<file path="src/rtl/rhd_frame_packer.sv">
// rhd_frame_packer: serialises RHD convert slots into a framed 16-bit word stream (optional RHD_PACKER_CHECKSUM_EN appends an XOR checksum word); ports: clk/rst, in_valid/in_channel/in_data/in_ready slot input, out_data/out_valid/out_last/out_ready word output, frame_count/drop_count/overflow status
module rhd_frame_packer #(
  parameter int NUM_STREAMS = 32,
  parameter int CHANNELS_PER_FRAME = 35,
  parameter logic [15:0] HEADER_WORD = 16'hA5C3
) (
  input  logic clk,
  input  logic rst,
  input  logic in_valid,
  input  logic [7:0] in_channel,
  input  logic [16*NUM_STREAMS-1:0] in_data,
  output logic in_ready,
  output logic [15:0] out_data,
  output logic out_valid,
  output logic out_last,
  input  logic out_ready,
  output logic [31:0] frame_count,
  output logic [15:0] drop_count,
  output logic overflow
);
  localparam int WW = NUM_STREAMS > 1 ? $clog2(NUM_STREAMS) : 1;
  localparam logic [WW-1:0] LAST_W = WW'(NUM_STREAMS - 1);
  localparam logic [7:0] LAST_CH = 8'(CHANNELS_PER_FRAME - 1);
  typedef enum logic [2:0] {IDLE, HDR, CNT_LO, CNT_HI, DATA, CSUM} state_t;
  state_t state_q, state_d;
  logic [16*NUM_STREAMS-1:0] buf_q, buf_d;
  logic [WW-1:0] word_q, word_d;
  logic [31:0] cnt_q, cnt_d, frame_q, frame_d;
  logic [15:0] csum_q, csum_d, drop_q, drop_d;
  logic open_q, open_d, resync_q, resync_d, last_q, last_d, ovf_q, ovf_d;
  logic xfer, word_end, start, cont;
  assign in_ready = state_q == IDLE;
  assign out_valid = state_q != IDLE;
  assign xfer = out_valid && out_ready;
  assign word_end = word_q == LAST_W;
  assign start = in_valid && in_ready && in_channel == 8'd0;
  assign cont = in_valid && in_ready && in_channel != 8'd0 && in_channel <= LAST_CH && open_q;
  assign frame_count = frame_q;
  assign drop_count = drop_q;
  assign overflow = ovf_q;
  always_comb begin
    out_data = state_q == HDR    ? HEADER_WORD :
               state_q == CNT_LO ? cnt_q[15:0] :
               state_q == CNT_HI ? cnt_q[31:16] :
               state_q == DATA   ? buf_q[{word_q, 4'b0} +: 16] :
               state_q == CSUM   ? csum_q : 16'd0;
`ifdef RHD_PACKER_CHECKSUM_EN
    out_last = state_q == CSUM;
`else
    out_last = state_q == DATA && word_end && last_q;
`endif
  end
  always_comb begin
    state_d = state_q;
    buf_d = buf_q;
    word_d = word_q;
    cnt_d = cnt_q;
    frame_d = frame_q;
    csum_d = csum_q;
    drop_d = drop_q;
    open_d = open_q;
    resync_d = resync_q;
    last_d = last_q;
    ovf_d = ovf_q;
    if (start) begin
      buf_d = in_data;
      cnt_d = frame_q;
      frame_d = frame_q + 32'd1;
      open_d = 1'b1;
      csum_d = 16'd0;
      word_d = '0;
      last_d = 1'b0;
      state_d = HDR;
    end
    if (cont) begin
      buf_d = in_data;
      word_d = '0;
      last_d = in_channel == LAST_CH;
      state_d = DATA;
    end
    if (in_valid && !in_ready) begin
      ovf_d = 1'b1;
      drop_d = drop_q + {15'd0, drop_q != 16'hFFFF};
      if (in_channel == 8'd0) resync_d = 1'b1;
    end
    if (xfer) begin
      case (state_q)
        HDR:    state_d = CNT_LO;
        CNT_LO: state_d = CNT_HI;
        CNT_HI: state_d = DATA;
        DATA: begin
          csum_d = csum_q ^ out_data;
          word_d = word_q + 1'b1;
          if (word_end) begin
            if (last_q) open_d = 1'b0;
`ifdef RHD_PACKER_CHECKSUM_EN
            state_d = last_q ? CSUM : IDLE;
`else
            state_d = IDLE;
`endif
          end
        end
        CSUM:   state_d = IDLE;
        default: ;
      endcase
    end
    // a channel 0 slot lost to overflow breaks the frame; resync once the current slot has drained
    if (state_q != IDLE && state_d == IDLE && resync_d) begin
      open_d = 1'b0;
      resync_d = 1'b0;
    end
  end
  always_ff @(posedge clk or posedge rst) begin
    if (rst) begin
      state_q <= IDLE;
      buf_q <= '0;
      word_q <= '0;
      cnt_q <= '0;
      frame_q <= '0;
      csum_q <= '0;
      drop_q <= '0;
      open_q <= 1'b0;
      resync_q <= 1'b0;
      last_q <= 1'b0;
      ovf_q <= 1'b0;
    end else begin
      state_q <= state_d;
      buf_q <= buf_d;
      word_q <= word_d;
      cnt_q <= cnt_d;
      frame_q <= frame_d;
      csum_q <= csum_d;
      drop_q <= drop_d;
      open_q <= open_d;
      resync_q <= resync_d;
      last_q <= last_d;
      ovf_q <= ovf_d;
    end
  end
endmodule

</file>
<file path="config.mk">
export PLATFORM = sky130hd
export DESIGN_NAME = rhd_frame_packer
export DESIGN_NICKNAME = d
export VERILOG_FILES = /design/src/rtl/rhd_frame_packer.sv
export SDC_FILE = /design/constraint.sdc
export NUM_CORES = 2
export LEC_CHECK = 0
export ABC_CLOCK_PERIOD_IN_PS = 30100
export CAP_MARGIN = 20
export CELL_PAD_IN_SITES_DETAIL_PLACEMENT = 1
export CELL_PAD_IN_SITES_GLOBAL_PLACEMENT = 1
export CORE_UTILIZATION = 42
export DETAILED_ROUTE_END_ITERATION = 10
export PLACE_DENSITY_LB_ADDON = 0.05
export SETUP_SLACK_MARGIN = 0.3
export SLEW_MARGIN = 20
export SYNTH_ARGS = -nofsm -noshare
export SYNTH_HDL_FRONTEND = slang
export SYNTH_SLANG_ARGS = --single-unit
</file>
<file path="constraint.sdc">
create_clock -name clk -period 30.1 [get_ports clk]
set_clock_uncertainty 0.2 [all_clocks]
set_input_delay 6.02 -clock clk [delete_from_list [all_inputs] [get_ports clk]]
set_output_delay 6.02 -clock clk [all_outputs]
set_load 0.01 [all_outputs]
</file>
==> metrics.txt <==
# TYPE chip_impl_metric gauge
chip_impl_info{name="outcome",value="finished clean"} 1
chip_impl_metric{name="post-place-cells",unit=""} 3367
chip_impl_metric{name="grt_pass1_vias",unit=""} 21396
chip_impl_info{name="critical-path-slowest-cell",value="sky130_fd_sc_hd__dfrtp_4"} 1
chip_impl_info{name="critPathCaptureType",value="output port"} 1
chip_impl_metric{name="grt_use_total",unit="%"} 28.3
chip_impl_metric{name="initial_antenna_violation_count",unit=""} 35
chip_impl_info{name="hp-class",value="reg2reg"} 1
chip_impl_metric{name="async_reset_ff_share",unit="%"} 100
chip_impl_metric{name="hold_ws",unit="ns"} 0.277
chip_impl_metric{name="rel_slew_slack",unit="%"} 24.6
chip_impl_info{name="worst-setup-path-type",value="reg2out"} 1
chip_impl_metric{name="numClockSinks",unit=""} 620
chip_impl_metric{name="synth_nets",unit=""} 2549
chip_impl_info{name="ys_top_cells_by_area",value="sky130_fd_sc_hd__dfrtp_1 (55%), sky130_fd_sc_hd__mux2_2 (20%), sky130_fd_sc_hd__mux4_2 (7.2%)"} 1
chip_impl_metric{name="setup_slack",unit="ns"} 18.75
chip_impl_metric{name="drt_wl_total",unit="mm"} 96.4
chip_impl_metric{name="fraction_of_final_layout_cells_sized_beyond_drive_strength_1",unit="%"} 28.1
chip_impl_metric{name="grt_max_degree",unit=""} 192
chip_impl_metric{name="p_leak",unit="nW"} 17.2
chip_impl_metric{name="clkLatencyLatePin",unit="ns"} 0.62
chip_impl_metric{name="post_cts.repair.setup_buffers",unit=""} 0
chip_impl_info{name="post_synth_most_frequent_cells",value="sky130_fd_sc_hd__dfrtp_1 (620), sky130_fd_sc_hd__mux2_2 (498), sky130_fd_sc_hd__nand2_1 (161)"} 1
chip_impl_metric{name="synth_edf_count",unit=""} 0
chip_impl_metric{name="die_w",unit="µm"} 262
chip_impl_metric{name="cts.reportedPaths.clkPinSlew",unit="ns"} 0.06
chip_impl_metric{name="ys.warnings.count",unit=""} 0
chip_impl_metric{name="utilization",unit="%"} 56.2
chip_impl_info{name="type_of_element_launching_the_critical_path",value="flop"} 1
chip_impl_metric{name="power.density_cell_area",unit="mW/mm²"} 64.4
chip_impl_metric{name="postCtsHoldBufs",unit=""} 0
chip_impl_metric{name="critical_path_required",unit="ns"} 23.88
chip_impl_metric{name="place_ws",unit="ns"} 19.12
chip_impl_info{name="timing.critical_path.max_delay_family",value="buffers and inverters"} 1
chip_impl_info{name="yosys.cell_count.top_type",value="sky130_fd_sc_hd__dfrtp_1"} 1
chip_impl_metric{name="synth-seq-area-share",unit="%"} 54.8
chip_impl_metric{name="num-fill-cells",unit=""} 6386
chip_impl_metric{name="maxCapViolations",unit=""} 0
chip_impl_metric{name="gp_routability_congestion",unit=""} 0.856
chip_impl_metric{name="crit_buf_inv",unit=""} 3
chip_impl_metric{name="max_clock_freq",unit="MHz"} 88.1
chip_impl_metric{name="area_fraction_in_and_or_nand_and_nor_cells_after_synthesis",unit="%"} 5.58
chip_impl_info{name="postSynth.topFlopCell",value="sky130_fd_sc_hd__dfrtp_1"} 1
chip_impl_metric{name="number_of_buffers_created_by_cts",unit=""} 72
chip_impl_metric{name="avgSynthCellArea",unit="µm²"} 14.0
chip_impl_metric{name="critPathMaxStageDelay",unit="ns"} 0.95
chip_impl_metric{name="finalWorstPathRequiredPeriod",unit="ns"} 11.35
chip_impl_metric{name="dp.final_hpwl",unit="mm"} 71.9
chip_impl_metric{name="nNetsFinal",unit=""} 3107
chip_impl_info{name="timing.critical_path.mode_cell",value="sky130_fd_sc_hd__buf_4"} 1
chip_impl_metric{name="final-hold-violation-count",unit=""} 0
chip_impl_metric{name="multiInputGateArea",unit="mm²"} 0.0120
chip_impl_info{name="cts-root-buf",value="sky130_fd_sc_hd__clkbuf_16"} 1
chip_impl_info{name="tritoncts_clock_tree",value="yes"} 1
chip_impl_metric{name="sequential_cell_area",unit="mm²"} 0.0155
chip_impl_metric{name="final-instance-count-excl-fill",unit=""} 3510
chip_impl_metric{name="fin_crit_sh",unit="%"} 37.7
chip_impl_info{name="launch_instance_of_the_worst_min_delay_path",value="overflow$_DFFE_PP0P_"} 1
chip_impl_metric{name="mappedNetlistArea",unit="mm²"} 0.0283
chip_impl_metric{name="initial_core_util",unit="%"} 42.8
chip_impl_metric{name="overflow_left_after_global_routing",unit=""} 0
chip_impl_metric{name="place.port_buffers",unit=""} 591
chip_impl_info{name="critical_path.startpoint",value="word_q[0]$_DFF_PP0_"} 1
chip_impl_info{name="grt_setup_unrepaired",value="no"} 1
chip_impl_metric{name="synth-seq-cells",unit=""} 620
chip_impl_metric{name="floorplan.die.height",unit="µm"} 262
chip_impl_metric{name="wire_length_of_the_first_global_routing_pass",unit="mm"} 141
chip_impl_metric{name="cts_resized",unit=""} 0
chip_impl_metric{name="htree_num_levels",unit=""} 3
chip_impl_info{name="dominant_combinational_cell_family_by_area_after_synthesis",value="multiplexers"} 1
chip_impl_metric{name="maxSlewViolCount",unit=""} 0
chip_impl_metric{name="avgViaCountPerCell",unit=""} 5.50
chip_impl_metric{name="syn_inst",unit=""} 2020
chip_impl_metric{name="fraction_of_the_mapped_netlist_area_in_adder_cells",unit="%"} 0.221
chip_impl_metric{name="core_region_area",unit="mm²"} 0.0662
chip_impl_metric{name="num_io_pins",unit=""} 592
chip_impl_metric{name="route.vias.total",unit=""} 19305
chip_impl_info{name="yosysTopAreaCell",value="sky130_fd_sc_hd__dfrtp_1"} 1
chip_impl_metric{name="worst-endpoint-arrival",unit="ns"} 5.13
chip_impl_metric{name="synth-compound-area-share",unit="%"} 3.69
chip_impl_metric{name="ant_nets",unit=""} 0
chip_impl_metric{name="synth_xor_area_share",unit="%"} 1.42
chip_impl_metric{name="vdd_ir_drop_max",unit="mV"} 0.0515
chip_impl_info{name="r2r-start",value="state_q[2]$_DFF_PP0_"} 1
chip_impl_metric{name="post-route-drc-count",unit=""} 0
chip_impl_metric{name="timing.final.setup_violations",unit=""} 0
chip_impl_metric{name="timing_worst_slew_pin_value",unit="ns"} 1.12
chip_impl_metric{name="dieArea",unit="mm²"} 0.0685
chip_impl_metric{name="synth_mux_area_share",unit="%"} 31.5
chip_impl_info{name="crit_path_cell_trace",value="buf_4 > buf_4 > mux4_2 > nor2_1 > o32ai_1 > a21o_1 > a2111o_1 > clkdlybuf4s50_1"} 1
chip_impl_metric{name="placementRows",unit=""} 94
chip_impl_metric{name="wire_per_inst",unit="µm"} 27.5
chip_impl_metric{name="layout-area-overhead-vs-synth",unit="%"} 31.4
chip_impl_metric{name="initial_drt_markers",unit=""} 1168
chip_impl_metric{name="worst-path-max-fanout",unit=""} 43
chip_impl_metric{name="finalSetupTns",unit="ns"} 0
chip_impl_metric{name="detail_route.first_pass.iterations",unit=""} 5
chip_impl_metric{name="synth_cell_types",unit=""} 58
chip_impl_metric{name="max-clock-path-buffers",unit=""} 3
chip_impl_metric{name="netlist.area_leader.share",unit="%"} 54.8
==> where the power goes <==
| group | total (mW) | switching (mW) | internal [mW] |
|---|---|---|---|
| clock | 0.856 | 0.356 | 0.500 |
| sequential | 0.992 | 0.0845 | 0.908 |
| combinational | 0.549 | 0.272 | 0.277 |
==> metrics by stage <==
stage	total power, mW	cell area, µm²
2_1_floorplan	1.33	28300
3_3_place_gp	1.54	34900
3_5_place_dp	1.56	34900
4_1_cts	2.42	37200
5_1_grt	2.50	37200
6_report	2.40	37200
==> logic make-up (layout without fill, tap and decap cells) <==
logic type               after synthesis  count (layout)
XOR/XNOR                              46              46
flip-flops                           620             620
adder cells (fa/ha/maj)                5               5
other                                  0              17
multiplexers                         715             715
AND/OR/NAND/NOR                      336             336
buffers and inverters                155             764
AO/OA/AOI/OAI                        143             143
==> worst register-to-register path: stages, from the launching register on <==
cell,delay [ns]
sky130_fd_sc_hd__dfrtp_1,0.67
sky130_fd_sc_hd__nor4b_2,0.60
sky130_fd_sc_hd__nand4_2,0.12
sky130_fd_sc_hd__buf_4,0.34
sky130_fd_sc_hd__o31ai_4,0.12
sky130_fd_sc_hd__buf_4,0.81
sky130_fd_sc_hd__buf_4,0.92
sky130_fd_sc_hd__buf_12,0.81
sky130_fd_sc_hd__mux2_2,0.63
==> metal layers <==
layer	track usage (%)	up-vias	wire length, µm
met5	0	-	238
met4	7.32	40	2220
met3	7.62	152	6110
met2	49.6	501	50500
met1	34.2	10106	37400
li1	-	8506	-
==> area by class of cell <==
class | instances | area share, %
Multi-Input combinational cell | 1245 | 32.3
Timing Repair Buffer | 613 | 16.5
Clock buffer | 110 | 5.76
Antenna cell | 17 | 0.114
Inverter | 26 | 0.282
Clock inverter | 15 | 0.420
Sequential cell | 620 | 41.7
Tap cell | 864 | 2.90
==> cell usage in the layout (no fill, tap or decap), types with 5 or more instances in the layout <==
cell type                         netlist  routed
sky130_fd_sc_hd__a2111o_1               8       8
sky130_fd_sc_hd__ha_1                   5       5
sky130_fd_sc_hd__clkbuf_16              0      72
sky130_fd_sc_hd__nand3_1               54      54
sky130_fd_sc_hd__dfrtp_1              620     617
sky130_fd_sc_hd__o22a_1                 6       6
sky130_fd_sc_hd__a21oi_1               17      17
sky130_fd_sc_hd__nor2_1                34      33
sky130_fd_sc_hd__nand4_1               19      19
sky130_fd_sc_hd__a21o_1                 8       8
sky130_fd_sc_hd__a22oi_1               39      39
sky130_fd_sc_hd__diode_2                0      17
sky130_fd_sc_hd__mux2i_1              109     109
sky130_fd_sc_hd__buf_4                 39      16
sky130_fd_sc_hd__clkbuf_8               0      20
sky130_fd_sc_hd__or2_2                  7       7
sky130_fd_sc_hd__and3_1                12      12
sky130_fd_sc_hd__o22ai_1                9       9
sky130_fd_sc_hd__a221o_1                8       8
sky130_fd_sc_hd__a31oi_1                8       8
sky130_fd_sc_hd__xnor2_1               35      35
sky130_fd_sc_hd__clkdlybuf4s50_1        0     591
sky130_fd_sc_hd__and2_1                 7       7
sky130_fd_sc_hd__mux2_1                18      18
sky130_fd_sc_hd__o221ai_1               7       7
sky130_fd_sc_hd__nor3_1                 9       9
sky130_fd_sc_hd__mux4_2                90      90
sky130_fd_sc_hd__clkbuf_1              32      18
sky130_fd_sc_hd__mux2_2               498     498
sky130_fd_sc_hd__nand2_1              161     161
sky130_fd_sc_hd__xor2_1                11      11
sky130_fd_sc_hd__inv_1                 26      24
sky130_fd_sc_hd__nor2b_1               13      11
sky130_fd_sc_hd__o21ai_0               17      17
==> worst paths after layout <==
kind	endpoint	depth (start not counted)	slack, ns
worst max-delay path	out_data[2]	8	18.75
worst min-delay path	overflow$_DFFE_PP0P_	1	0.28
worst max register to register	buf_q[174]$_DFFE_PP0P_	8	24.78
worst min register to register	overflow$_DFFE_PP0P_	1	0.28
max in group asynchronous	buf_q[432]$_DFFE_PP0P_	4	21.52
min in group asynchronous	drop_count[12]$_DFFE_PP0P_	2	5.73
==> registers in the layout, summed over array words and instances (netlist names) <==
name	flops
csum_q	16
frame_count	32
cnt_q	32
last_q	1
word_q	5
overflow	1
buf_q	512
drop_count	16
state_q	3
resync_q	1
open_q	1
Power figures use the tool's default switching activity.
